<file path="src/rtl/spi_slave_param.sv">
// Parametrised SPI slave: 2 command bits + DATA_W payload per frame, timed read-back on MISO.
// Define SPI_SLAVE_PARITY_EN to add a trailing even-parity bit and the parity_err port.
module spi_slave_param #(
  parameter int unsigned DATA_W     = 8,
  parameter bit          LSB_FIRST  = 1'b0,
  parameter int unsigned TX_TIMEOUT = 15
) (
  input  logic              clk,
  input  logic              rst,
  input  logic              SS_n,
  input  logic              MOSI,
  output logic              MISO,
  output logic [DATA_W+1:0] rx_data,
  output logic              rx_valid,
  input  logic [DATA_W-1:0] tx_data,
  input  logic              tx_valid,
  output logic              frame_err
`ifdef SPI_SLAVE_PARITY_EN
  ,
  output logic              parity_err
`endif
);

  localparam int unsigned N     = DATA_W + 2;
  localparam int unsigned CNT_W = $clog2(DATA_W + 4);
  localparam int unsigned TO_W  = 8;
`ifdef SPI_SLAVE_PARITY_EN
  localparam int unsigned LAST  = N;
`else
  localparam int unsigned LAST  = N - 1;
`endif

  typedef enum logic [2:0] {IDLE, RX, WAIT_TX, TX, DONE} state_t;

  state_t            state;
  logic [CNT_W-1:0]  cnt;
  logic [TO_W-1:0]   to_cnt;
  logic [N-1:0]      rx_sh;
  logic [DATA_W-1:0] tx_sh;
`ifdef SPI_SLAVE_PARITY_EN
  logic              par;
`endif

  // Bit-order dependent shift paths for receive and transmit
  logic [N-1:0]      rx_shift_c;
  logic [DATA_W-1:0] tx_load_c;
  logic [DATA_W-1:0] tx_adv_c;
  logic              tx_first_c;
  logic              tx_next_c;

  assign rx_shift_c = LSB_FIRST ? ((rx_sh >> 1) | (N'(MOSI) << (N - 1)))
                                : ((rx_sh << 1) | N'(MOSI));
  assign tx_first_c = LSB_FIRST ? tx_data[0] : tx_data[DATA_W-1];
  assign tx_load_c  = LSB_FIRST ? (tx_data >> 1) : (tx_data << 1);
  assign tx_next_c  = LSB_FIRST ? tx_sh[0] : tx_sh[DATA_W-1];
  assign tx_adv_c   = LSB_FIRST ? (tx_sh >> 1) : (tx_sh << 1);

  always_ff @(posedge clk) begin
    if (rst) begin
      state     <= IDLE;
      cnt       <= '0;
      to_cnt    <= '0;
      rx_sh     <= '0;
      tx_sh     <= '0;
      MISO      <= 1'b0;
      rx_data   <= '0;
      rx_valid  <= 1'b0;
      frame_err <= 1'b0;
`ifdef SPI_SLAVE_PARITY_EN
      parity_err <= 1'b0;
      par        <= 1'b0;
`endif
    end else begin
      rx_valid  <= 1'b0;
      frame_err <= 1'b0;
`ifdef SPI_SLAVE_PARITY_EN
      parity_err <= 1'b0;
`endif
      case (state)
        IDLE: begin
          MISO <= 1'b0;
          if (!SS_n) begin
            rx_sh <= rx_shift_c;
            cnt   <= CNT_W'(1);
            state <= RX;
`ifdef SPI_SLAVE_PARITY_EN
            par   <= MOSI;
`endif
          end
        end
        RX: begin
          if (SS_n) begin
            frame_err <= 1'b1;
            rx_sh     <= '0;
            cnt       <= '0;
            state     <= IDLE;
          end else if (cnt == CNT_W'(LAST)) begin
            cnt    <= '0;
            to_cnt <= '0;
`ifdef SPI_SLAVE_PARITY_EN
            // MOSI carries the parity bit; shift register already holds the frame
            if (par ^ MOSI) begin
              parity_err <= 1'b1;
              state      <= DONE;
            end else begin
              rx_data  <= rx_sh;
              rx_valid <= 1'b1;
              state    <= (rx_sh[N-1:N-2] == 2'b11) ? WAIT_TX : DONE;
            end
`else
            rx_data  <= rx_shift_c;
            rx_valid <= 1'b1;
            state    <= (rx_shift_c[N-1:N-2] == 2'b11) ? WAIT_TX : DONE;
`endif
          end else begin
            rx_sh <= rx_shift_c;
            cnt   <= cnt + CNT_W'(1);
`ifdef SPI_SLAVE_PARITY_EN
            par   <= par ^ MOSI;
`endif
          end
        end
        WAIT_TX: begin
          MISO <= 1'b0;
          if (SS_n) begin
            frame_err <= 1'b1;
            state     <= IDLE;
          end else if (tx_valid) begin
            tx_sh <= tx_load_c;
            MISO  <= tx_first_c;
            cnt   <= '0;
            state <= TX;
          end else if (to_cnt == TO_W'(TX_TIMEOUT)) begin
            frame_err <= 1'b1;
            state     <= DONE;
          end else begin
            to_cnt <= to_cnt + TO_W'(1);
          end
        end
        TX: begin
          if (SS_n) begin
            frame_err <= 1'b1;
            MISO      <= 1'b0;
            tx_sh     <= '0;
            cnt       <= '0;
            state     <= IDLE;
          end else if (cnt == CNT_W'(DATA_W - 1)) begin
            MISO  <= 1'b0;
            cnt   <= '0;
            state <= DONE;
          end else begin
            MISO  <= tx_next_c;
            tx_sh <= tx_adv_c;
            cnt   <= cnt + CNT_W'(1);
          end
        end
        DONE: begin
          MISO <= 1'b0;
          if (SS_n) state <= IDLE;
        end
        default: state <= IDLE;
      endcase
    end
  end

endmodule

</file>
<file path="config.mk">
export PLATFORM = sky130hd
export DESIGN_NAME = spi_slave_param
export DESIGN_NICKNAME = d
export VERILOG_FILES = /design/src/rtl/spi_slave_param.sv
export SDC_FILE = /design/constraint.sdc
export NUM_CORES = 1
export LEC_CHECK = 0
export ABC_CLOCK_PERIOD_IN_PS = 5600
export BUFFER_PORTS_ARGS = -buffer_cell sky130_fd_sc_hd__buf_4
export CAP_MARGIN = 5
export CELL_PAD_IN_SITES_DETAIL_PLACEMENT = 0
export CELL_PAD_IN_SITES_GLOBAL_PLACEMENT = 2
export CORE_MARGIN = 3
export CORE_UTILIZATION = 37
export DETAILED_ROUTE_END_ITERATION = 7
export HOLD_SLACK_MARGIN = 0.06
export PLACE_DENSITY_LB_ADDON = 0.1
export SYNTH_ARGS = -nofsm -noshare
export SYNTH_HDL_FRONTEND = slang
export SYNTH_SLANG_ARGS = --single-unit
</file>
<file path="constraint.sdc">
create_clock -name clk -period 5.6 [get_ports clk]
set_clock_uncertainty 0.2 [all_clocks]
set_input_delay 0.56 -clock clk [delete_from_list [all_inputs] [get_ports clk]]
set_output_delay 0.56 -clock clk [all_outputs]
set_load 0.05 [all_outputs]
</file>
; Word level (Yosys, flattened, before mapping)
; Cells that the tools add are included.
[word_totals]
reg_bits = 45
in_bits = 13
out_inout_bits = 13
word_cells = 95
[classes]
add_sub_neg = 2
n_eq_ne = 21
mux = 45
n_bitwise = 3
n_reduce_logical = 15
[op_table]
columns = operator, n
row1 = $mux 8, 9
row2 = $pmux 8 s2, 2
row3 = $mux 3, 10
row4 = $mux 4, 7
row5 = $mux 9, 3
row6 = $pmux 9 s2, 1
row7 = $ne 2x2->1 const B, 8
row8 = $pmux 4 s4, 1
row9 = $pmux 3 s5, 1
row10 = $ne 3x3->1 const B, 4
row11 = $or 10x1->10, 1
row12 = $mux 1, 9
row13 = $add 8x1->8 const B, 1
row14 = $eq 8x4->1 const B, 1
row15 = $reduce_and 4->1, 2
row16 = $eq 3x2->1 const B, 2
row17 = $reduce_and 3->1, 2
row18 = $reduce_and 6->1, 1
row19 = $reduce_bool 2->1, 3
row20 = $reduce_and 5->1, 1
row21 = $add 4x1->4 const B, 1
row22 = $eq 4x3->1 const B, 1
row23 = $eq 4x4->1 const B, 1
row24 = $ne 4x4->1 const B, 1
row25 = 11 further kinds, 13

; Logic depth before layout (Yosys ltp)
; Gate-level depths: netlist of the first run.
[depth]
depth_word = 6
ltp_mapped = 8
depth_no_buf = 6

; Worst setup path after synthesis of the first run
; Ideal clock, no wire load.
[synth_path]
path_kind = input-to-reg
start = input port SS_n
end = register to_cnt[2]
arrival_time_ps = 1560
t_required_ps = 5279
path_slack_ps = 3719
stages = 5
n_path_buf = 1
path_cell_list = buf_6 -> or2_2 -> o31ai_2 -> a2111o_1 -> nand2_1
[synth_via]
elab_chain_cells = 2
[synth_rtl]
columns = item, line
row1 = from (decl), 10  ; input logic SS_n,
row2 = $ne 2x2->1 (no line), -
row3 = $reduce_and 6->1 (no line) (*), -
row4 = to (signal assigned), 137  ; to_cnt <= to_cnt + TO_W'(1);
row5 = to (decl), 37  ; logic [TO_W-1:0] to_cnt;
; Mark *: on every way between the ends. The rest lies on a longest branch, timed or not.
; A chain may end at the register's enable or synchronous reset.

; Worst setup path in the final report of the first run
[layout_path]
start = register state[0]
end = register to_cnt[6]
[layout_via]
elab_chain_cells = 3
[layout_rtl]
columns = item, line
row1 = from (decl), 35  ; state_t state;
row2 = from (signal assigned), 113  ; state <= (rx_shift_c[N-1:N-2] == 2'b11) ? WAIT_TX : DONE;
row3 = $eq 3x2->1 or $eq 3x1->1 (tied branches), 79  ; case (state)
row4 = $ne 2x2->1 (no line) or $reduce_bool 2->1 (tied branches), -
row5 = $reduce_and 6->1 (no line), -
; Parallel ways exist; a longest one is shown, timed or not.

==> results.toml, run 1 <==
[cts]
cts-root-buf = "clkbuf_8"
htreeDepth = 2
cts_tree = "built"
cts_resized = 0
cts_buffer_depth = 2
clock_latency_ns = 0.30
cts_hold_buf = 0
cts_made_buffers = 5
clk_pin_slew_ns = 0.09
cts_setup_buffers = 0
clock_sinks = 44

[sta]
min_period_ns = 2.451
fin_setup_tns_ns = 0
hold_violations = 0
slew_viol_final = 0
tightest_slew_ns = 0.7322
rsz0062_at_grt = "false"
slew_headroom = 0.5112
setup_viol = 0
layout_worst_path_cycle_share = 0.4376
clock.fmax_ghz = 0.4080

[worst_setup_path]
path_class = "reg -> reg"
crit_path_end_kind = "flop"
crit_chain = "nor2b_1 > nand3_2 > a211oi_1 > mux2i_1"
crit_arrival_ns = 2.49
cpPeakStageDelay_ns = 0.74
cp.buffers_inverters = 0
cp_slowest_cell = "dfxtp_1"
cp-start-kind = "flop"
critPathTopFamily = "simple AND/OR/NAND/NOR gates"
critPathRequiredTime_ns = 5.64
worstPathMaxFanout = 26

[synthesis]
syn-num-nets = 279
yosysTopAreaCellShare = 0.3935
yosysMostFrequentCell = "dfxtp_1"
ys_types = 53
syn_inst = 263
synth_edf_count = 0
synthTopCellsByCount = "dfxtp_1, nand2_1, a21oi_1"
ys_warn_count = 0
syn_avg_cell_area_sq_um = 8.511
synthFlopType = "dfxtp_1"
yosysSeqAreaShare = 0.3935
postSynth.asyncResetShare = 0
yosys_register_bits = 44
synth_area_sq_um = 2238
synth_largest_area_cell = "dfxtp_1"
synth_area_leaders = "dfxtp_1, a21oi_1, nand2_1, nand3_1, a2111o_1"

[placement]
placed_area_sq_um = 2391
hpwl_um = 3267
gp_congestion = 0.7516
port_buffers = 25

[power]
seqPwrFrac = 0.514
ir_drop_mv = 0.1043
comb_power_share = 0.085
leakage_nw = 0.8431
clkPwrFrac = 0.401
p_per_area_nw_per_um2 = 253.3
power_uw = 634.9
p_sw_frac = 0.2569
switching_power_uw = 163.1
internal_power_uw = 471.8

[floorplanning]
start_util = 0.3944
core_area_sq_um = 5675
io_pins = 26
dieArea_sq_um = 7019
die_y_um = 83.78
fp.dieW_um = 83.78
rows = 27

[routing]
drc = 0
dr_total_vias = 1910
wire_per_inst_um = 14.26
wl_um = 4975
antenna_left = 0
firstDrtPassIters = 4
drt-initial-drc-count = 122
viasPerCell = 5.473

[grt]
antenna_found_initial = 0
busiest_layer = "met2"
met3_usage = 0.03653
grt_pass1_wl_um = 8583
track_usage = 0.1477
overflow = 0
grt_use_met2 = 0.2278
grtUsageMet1 = 0.2010
grt_pass1_vias = 1808
grt_max_degree = 39

[outcome]
run_status = "finished clean"

[layout]
nNetsFinal = 292
area_delta_synth_final_pct = 11.96
drive_gt1_frac = 0.1769
antenna_cells = 0
fin_area_sq_um = 2506

[worst_hold_path]
hold_path_class = "reg -> reg"

[flow_run]
max_cap_viol_count = 0
-- flip-flops by register name (all words and copies together), names as in the netlist --
register	count
rx_valid	1
tx_sh	7
to_cnt	8
state	3
frame_err	1
MISO	1
rx_sh	9
cnt	4
rx_data	10
-- path summary, 6_finish.rpt --
check | startpoint | endpoint | slack [ns] | depth (start not counted)
max reg2reg | state[0]$_SDFFE_PP0P_ | to_cnt[6]$_SDFFE_PP0P_ | 3.15 | 4
min | rx_data[9]$_SDFFE_PP0P_ | rx_data[9]$_SDFFE_PP0P_ | 0.26 | 2
min reg2reg | rx_data[9]$_SDFFE_PP0P_ | rx_data[9]$_SDFFE_PP0P_ | 0.26 | 2
max | state[0]$_SDFFE_PP0P_ | to_cnt[6]$_SDFFE_PP0P_ | 3.15 | 4
-- cell families (layout without fill, tap and decap cells) --
kind of cell,count (synthesis),in the layout,synth area share
simple gates,108,108,0.2555
compound gates,82,82,0.2638
flops,44,44,0.3935
buf+inv,25,39,0.06596
fa+ha+maj,3,3,0.01677
mux,1,1,0.004472
-- worst register-to-register path, delay by kind of cell (launching register included) --
| family | cells | cell delay [ns] |
|---|---|---|
| DFF | 1 | 0.74 |
| muxes | 1 | 0.21 |
| AOI/OAI and AO/OA | 1 | 0.45 |
| and+or+nand+nor | 2 | 0.79 |
-- cell type report --
class / instances / area, sq um
Fill cell: 587 / 3169
Multi-Input combinational cell: 194 / 1210
Sequential cell: 44 / 880.8
Timing Repair Buffer: 25 / 187.7
Tap cell: 72 / 90.09
Clock buffer: 5 / 68.82
Clock inverter: 3 / 46.29
Inverter: 6 / 22.52
-- metal layers --
metal / wire length [um] / up-vias
met5: 0 / -
met4: 76 / 0
li1: - / 980
met2: 2158 / 29
met1: 2587 / 894
met3: 153 / 7
-- power groups by stage --
stage	Clock (mW)	Combinational (mW)	Sequential, mW
after global placement	0	0.0553	0.333
after global routing	0.272	0.0604	0.327
after CTS	0.263	0.0553	0.326
after detailed placement	0	0.0550	0.333
after floorplan	0	0.0439	0.329
final	0.255	0.0543	0.326
-- per-stage QoR --
stage	worst slack (ns)	hold WS (ns)	instances	utilization
after global placement	3.182	0.2455	341	0.4213
after CTS	3.124	0.2605	349	0.4416
after floorplan	3.719	0.2404	263	-
after global routing	2.894	0.2965	349	0.4416
after detailed placement	3.145	0.2466	341	0.4213
final	3.149	0.2576	349	0.4416
-- cells in the final DEF, fill, tap and decap left out, drive strengths merged, types with 2 or more instances in the layout --
master,count
o21ai,6
nor3,2
o2111ai,4
buf,25
a31oi,4
nor2b,6
nand2b,6
nor4,2
nand3,18
clkbuf,5
o211ai,4
a2111oi,2
nor2,12
ha,3
or2,2
a21o,3
nand3b,3
a21oi,37
inv,7
nor3b,7
a2111o,6
dfxtp,44
a211oi,7
nand2,43
No activity file was read; power rests on OpenSTA's default activity.
==> inputs of run 2 (changes only) <==
- ABC_AREA: not set -> 1
- ABC_CLOCK_PERIOD_IN_PS: 5600 -> 2300
- CORE_UTILIZATION: 37 -> 33
- clock period: 5.6 -> 2.3 ns (I/O delays scaled with it)
==> run 2 against run 1 <==
Power increased to 4.3 times the previous value. Largest cell class unchanged. Utilization decreased by 3.3 points. Largest power group is now combinational logic. Highest routed layer unchanged. Worst setup slack got worse by 2.8 ns. Register-to-register slack got worse by 2.8 ns.
==> results.toml, run 2 <==
[power]
ir_drop_mv = 0.5195
internal_power_mw = 1.503
p_sw_frac = 0.4521
p_per_area_nw_per_um2 = 1022
comb_power_share = 0.449
leakage_nw = 1.133
power_mw = 2.744
seqPwrFrac = 0.381
switching_power_mw = 1.241
clkPwrFrac = 0.170

[sta]
layout_worst_path_cycle_share = 0.8670
fin_setup_tns_ns = 0
slew_headroom = 0.6956
slew_viol_final = 0
min_period_ns = 1.994
clock.fmax_ghz = 0.5015
hold-worst-slack_ns = 0.08008
hold_violations = 0
tightest_slew_ns = 0.4560
rsz0062_at_grt = "false"
setup_viol = 0

[cts]
clock_sinks = 44
clk_pin_slew_ns = 0.08
cts_buffer_depth = 2
cts_tree = "built"
cts_made_buffers = 5
cts-root-buf = "clkbuf_8"
htreeDepth = 2
cts_setup_buffers = 0
clock_latency_ns = 0.29

[worst_setup_path]
critPathRequiredTime_ns = 2.32
crit_path_end_kind = "flop"
path_class = "reg -> reg"
worstPathMaxFanout = 9
timing.reg2reg.setup_slack_ns = 0.31
r2r-end = "state[2]$_SDFFE_PP0P_"
timing.rr.start = "state[1]$_SDFFE_PP0P_"
rr_worst_depth = 8
crit_arrival_ns = 2.02
cp-start-kind = "flop"

[layout]
nNetsFinal = 367
antenna_cells = 0
reg_top3 = "rx_data (10), rx_sh (9), to_cnt (8)"
regMostFlops = "rx_data"
area_delta_synth_final_pct = 15.69
drive_gt1_frac = 0.1852
final_common_cell = "nand2_1"
register_area_sq_um = 880.8
multi_input_area_sq_um = 1249
fill_cells = 734
final_cell_mix = "nand2_1, nor2_1, dfxtp_1"
final_cells = 444
largest_reg_flops = 10

[routing]
wl_um = 5420
dr_total_vias = 2059
drc = 0
wire_per_inst_um = 12.21
firstDrtPassIters = 6
antenna_left = 0
viasPerCell = 4.637
drt-initial-drc-count = 57

[synthesis]
synthTopCellsByCount = "nand2_1, nor2_1, dfxtp_1"
yosys_register_bits = 44
synth_largest_area_cell = "dfxtp_1"
syn_avg_cell_area_sq_um = 7.208
yosysTopAreaCellShare = 0.3795
synth_area_sq_um = 2321
syn-num-nets = 338
yosysSeqAreaShare = 0.3795
postSynth.asyncResetShare = 0
synthFlopType = "dfxtp_1"
yosysMostFrequentCell = "nand2_1"
ys_warn_count = 0
synth_area_leaders = "dfxtp_1, nand2_1, nor2_1, a21oi_1, o21ai_0"
ys_types = 36
syn_inst = 322
synth_edf_count = 0

[grt]
grt_pass1_vias = 1900
antenna_found_initial = 0
grt_max_degree = 27
grt_pass1_wl_um = 9259
track_usage = 0.1378
overflow = 0

[worst_hold_path]
min-delay-start = "tx_data[6]"
hold_depth = 5
min_to = "tx_sh[7]$_SDFFE_PP0P_"
hold_path_class = "in -> reg"

[floorplanning]
fp.dieW_um = 89.87
start_util = 0.3534
core_area_sq_um = 6568
die_y_um = 89.87
io_pins = 26
rows = 29
dieArea_sq_um = 8076

[placement]
hpwl_um = 3932
port_buffers = 25
place_inst = 434
gp_congestion = 0.8254

[flow_run]
max_cap_viol_count = 0

[outcome]
run_status = "finished clean"
[run 2: logic make-up after synthesis]
family                   after synthesis  share of synthesized area
buffers and inverters                 40                    0.08247
AO/OA/AOI/OAI                         71                     0.1698
adder cells (fa/ha/maj)                3                    0.01617
AND/OR/NAND/NOR                      162                     0.3445
flip-flops                            44                     0.3795
XOR/XNOR                               2                   0.007549
[run 2: power groups by stage]
stage	Combinational [mW]	Clock, mW	Sequential (mW)
global route	1.41	0.518	1.07
floorplan	1.01	0	1.05
global placement	1.26	0	1.06
CTS	1.25	0.497	1.05
detailed placement	1.24	0	1.06
finish	1.23	0.466	1.05
[run 2: through the flow]
stage               setup slack [ns]  utilization  instance area (sq um)
detailed placement            0.2971       0.3919                   2574
CTS                           0.2815       0.4088                   2685
global placement              0.3116       0.3919                   2574
finish                        0.3059       0.4088                   2685
floorplan                     0.7534            -                   2321
global route                 0.07365       0.4088                   2685
[run 2: worst max path at each step]
| stage | startpoint | end | slack, ns | depth (start not counted) |
|---|---|---|---|---|
| global route | state[1]$_SDFFE_PP0P_ | state[2]$_SDFFE_PP0P_ | 0.07 | 8 |
| floorplan | cnt[0]$_SDFFE_PP0P_ | rx_sh[8]$_SDFFE_PP0P_ | 0.75 | 8 |
| global placement | state[1]$_SDFFE_PP0P_ | state[2]$_SDFFE_PP0P_ | 0.31 | 8 |
| detailed placement | state[1]$_SDFFE_PP0P_ | state[2]$_SDFFE_PP0P_ | 0.30 | 8 |
| CTS | state[1]$_SDFFE_PP0P_ | state[2]$_SDFFE_PP0P_ | 0.28 | 8 |
| finish | state[1]$_SDFFE_PP0P_ | state[2]$_SDFFE_PP0P_ | 0.31 | 8 |
[run 2: area by class of cell]
| cell class | instances | area share |
|---|---|---|
| timing repair buffer | 30 | 0.08667 |
| clock inverter | 2 | 0.004660 |
| sequential | 44 | 0.3281 |
| inverter | 32 | 0.04660 |
| multi-input combinational | 238 | 0.4651 |
| clock buffer | 5 | 0.02563 |
| tap | 93 | 0.04334 |
[run 2: critical path, cell delays in order (launching register included)]
cell and delay, ns:
dfxtp_1 0.61, inv_4 0.14, nor2_4 0.22, nand2_1 0.22, nor2_1 0.19, o21ai_0 0.09, nand3_1 0.10, nand2_1 0.05
nor2_1 0.11
[run 2: repair_timing]
action | 4_1_cts | 5_1_grt
endpoints found under the setup margin | 0 | 0
gates resized for setup | 0 | 0
hold endpoints to repair | 14 | 0
hold buffers | 3 | 0
[run 2: routing by layer]
layer	GRT usage	vias up	part of all wire	wire, um
li1	-	1116	-	-
met1	0.1954	910	0.53	2852
met2	0.2074	26	0.43	2325
met3	0.03088	7	0.030	163
met4	0.04464	0	0.015	79
met5	0	-	0	0
==> inputs of run 3 (changes only) <==
- CTS_CLUSTER_DIAMETER: not set -> 120
- RECOVER_POWER: not set -> 50
==> run 3 against run 2 <==
Global-route usage is the same. Routed wire length grew 0.61%. Fmax is essentially flat. Worst setup slack gained 0.0016 ns. Count of clock-buffer cells in the layout is the same. Combinational power is essentially flat. Flip-flop and latch count is the same. Register-to-register slack is essentially flat. Critical path type unchanged. Highest routed layer unchanged.
==> results.toml, run 3 (synthesis gave the netlist of run 2 again) <==
[sta]
hold_violations = 0
layout_worst_path_cycle_share = 0.8663
slew_headroom = 0.6006
tightest_slew_ns = 0.6016
rsz0062_at_grt = "false"
setup_viol = 0
min_period_ns = 1.992
fin_setup_tns_ns = 0
clock.fmax_ghz = 0.5019
slew_viol_final = 0

[worst_setup_path]
cpPeakStageDelay_ns = 0.60
worstPathMaxFanout = 9
crit_path_end_kind = "flop"
path_class = "reg -> reg"
cp_slowest_cell = "dfxtp_1"
cp-start-kind = "flop"
crit_arrival_ns = 2.02
critPathTopFamily = "simple AND/OR/NAND/NOR gates"
crit_chain = "inv_4 > nor2_4 > nand2_1 > nor2_1 > o21ai_0 > nand3_1 > nand2_1 > nor2_1"
critPathRequiredTime_ns = 2.32
cp.buffers_inverters = 1

[floorplanning]
rows = 29
dieArea_sq_um = 8076
core_area_sq_um = 6568
die_y_um = 89.87
io_pins = 26
fp.dieW_um = 89.87
start_util = 0.3534

[grt]
overflow = 0
grt_pass1_vias = 1900
antenna_found_initial = 0
grt_max_degree = 27
grt_pass1_wl_um = 9259
track_usage = 0.1378

[routing]
viasPerCell = 4.635
dr_total_vias = 2058
firstDrtPassIters = 6
wl_um = 5453
wire_per_inst_um = 12.28
antenna_left = 0
drt-initial-drc-count = 56
drc = 0

[layout]
final_common_cell = "nand2_1"
fill_cells = 747
final_cell_mix = "nand2_1, nor2_1, dfxtp_1"
antenna_cells = 0
area_delta_synth_final_pct = 12.72
regMostFlops = "rx_data"
drive_gt1_frac = 0.1425
nNetsFinal = 367
reg_top3 = "rx_data (10), rx_sh (9), to_cnt (8)"
largest_reg_flops = 10

[worst_hold_path]
hold_path_class = "in -> reg"

[cts]
clk_pin_slew_ns = 0.08
clock_latency_ns = 0.29
cts_resized = 0
cts_made_buffers = 5
cts_buffer_depth = 2
htreeDepth = 2
cts_setup_buffers = 0
cts-root-buf = "clkbuf_8"
clock_sinks = 44
cts_tree = "built"

[placement]
hpwl_um = 3932
gp_congestion = 0.8254
port_buffers = 25

[power]
power_mw = 2.723
ir_drop_mv = 0.5044
p_per_area_nw_per_um2 = 1041
leakage_nw = 1.077

[flow_run]
max_cap_viol_count = 0

[outcome]
run_status = "finished clean"
==> run 3: routing by layer <==
| layer | vias to the layer above | part of all wire | global-route usage |
|---|---|---|---|
| met5 | - | 0 | 0 |
| met4 | 0 | 0.014 | 0.04464 |
| met3 | 7 | 0.033 | 0.03088 |
| met2 | 29 | 0.43 | 0.2074 |
| met1 | 905 | 0.53 | 0.1954 |
| li1 | 1117 | - | - |
==> run 3: worst paths after layout <==
path	endpoint	depth (start not counted)	start	slack (ns)
min reg2reg	tx_sh[6]$_SDFFE_PP0P_	2	tx_sh[6]$_SDFFE_PP0P_	0.25
max	state[2]$_SDFFE_PP0P_	8	state[1]$_SDFFE_PP0P_	0.31
min	tx_sh[7]$_SDFFE_PP0P_	5	tx_data[6]	0.08
max reg2reg	state[2]$_SDFFE_PP0P_	8	state[1]$_SDFFE_PP0P_	0.31
==> run 3: layout make-up <==
class | instances | area (sq um) | area share
flip-flops and latches | 44 | 880.8 | 0.3367
clock inverters | 2 | 12.51 | 0.004782
well taps | 93 | 116.4 | 0.04448
repair buffers | 30 | 178.9 | 0.06839
inverters | 32 | 125.1 | 0.04782
multi-input cells | 238 | 1234 | 0.4715
clock buffers | 5 | 68.82 | 0.02630
==> run 3: where the power goes <==
| group | internal, mW | switching [mW] |
|---|---|---|
| sequential | 0.905 | 0.138 |
| combinational | 0.379 | 0.835 |
| clock | 0.206 | 0.260 |
| total | 1.49 | 1.23 |
==> run 3: worst reg2reg max path, cell delays in order (launching register included) <==
cell     delay, ns
dfxtp_1       0.60
inv_4         0.13
nor2_4        0.22
nand2_1       0.22
nor2_1        0.19
o21ai_0       0.09
nand3_1       0.10
nand2_1       0.05
nor2_1        0.12
==> run 3: repair_timing <==
action / in CTS / in global routing
hold buffers: 3 / 0
setup endpoints to repair: 0 / 0
hold endpoints to repair: 14 / 0
==> run 3: per-stage QoR <==
step | hold WS, ns | util | instances | area [sq um] | setup slack [ns]
detailed placement | 0.2417 | 0.3919 | 434 | 2574 | 0.2971
CTS | 0.06482 | 0.4088 | 444 | 2685 | 0.2815
floorplan | 0.09907 | - | 322 | 2321 | 0.7534
global placement | 0.2445 | 0.3919 | 434 | 2574 | 0.3116
finish | 0.08045 | 0.3984 | 444 | 2616 | 0.3075
global route | 0.09094 | 0.3984 | 444 | 2616 | 0.08102
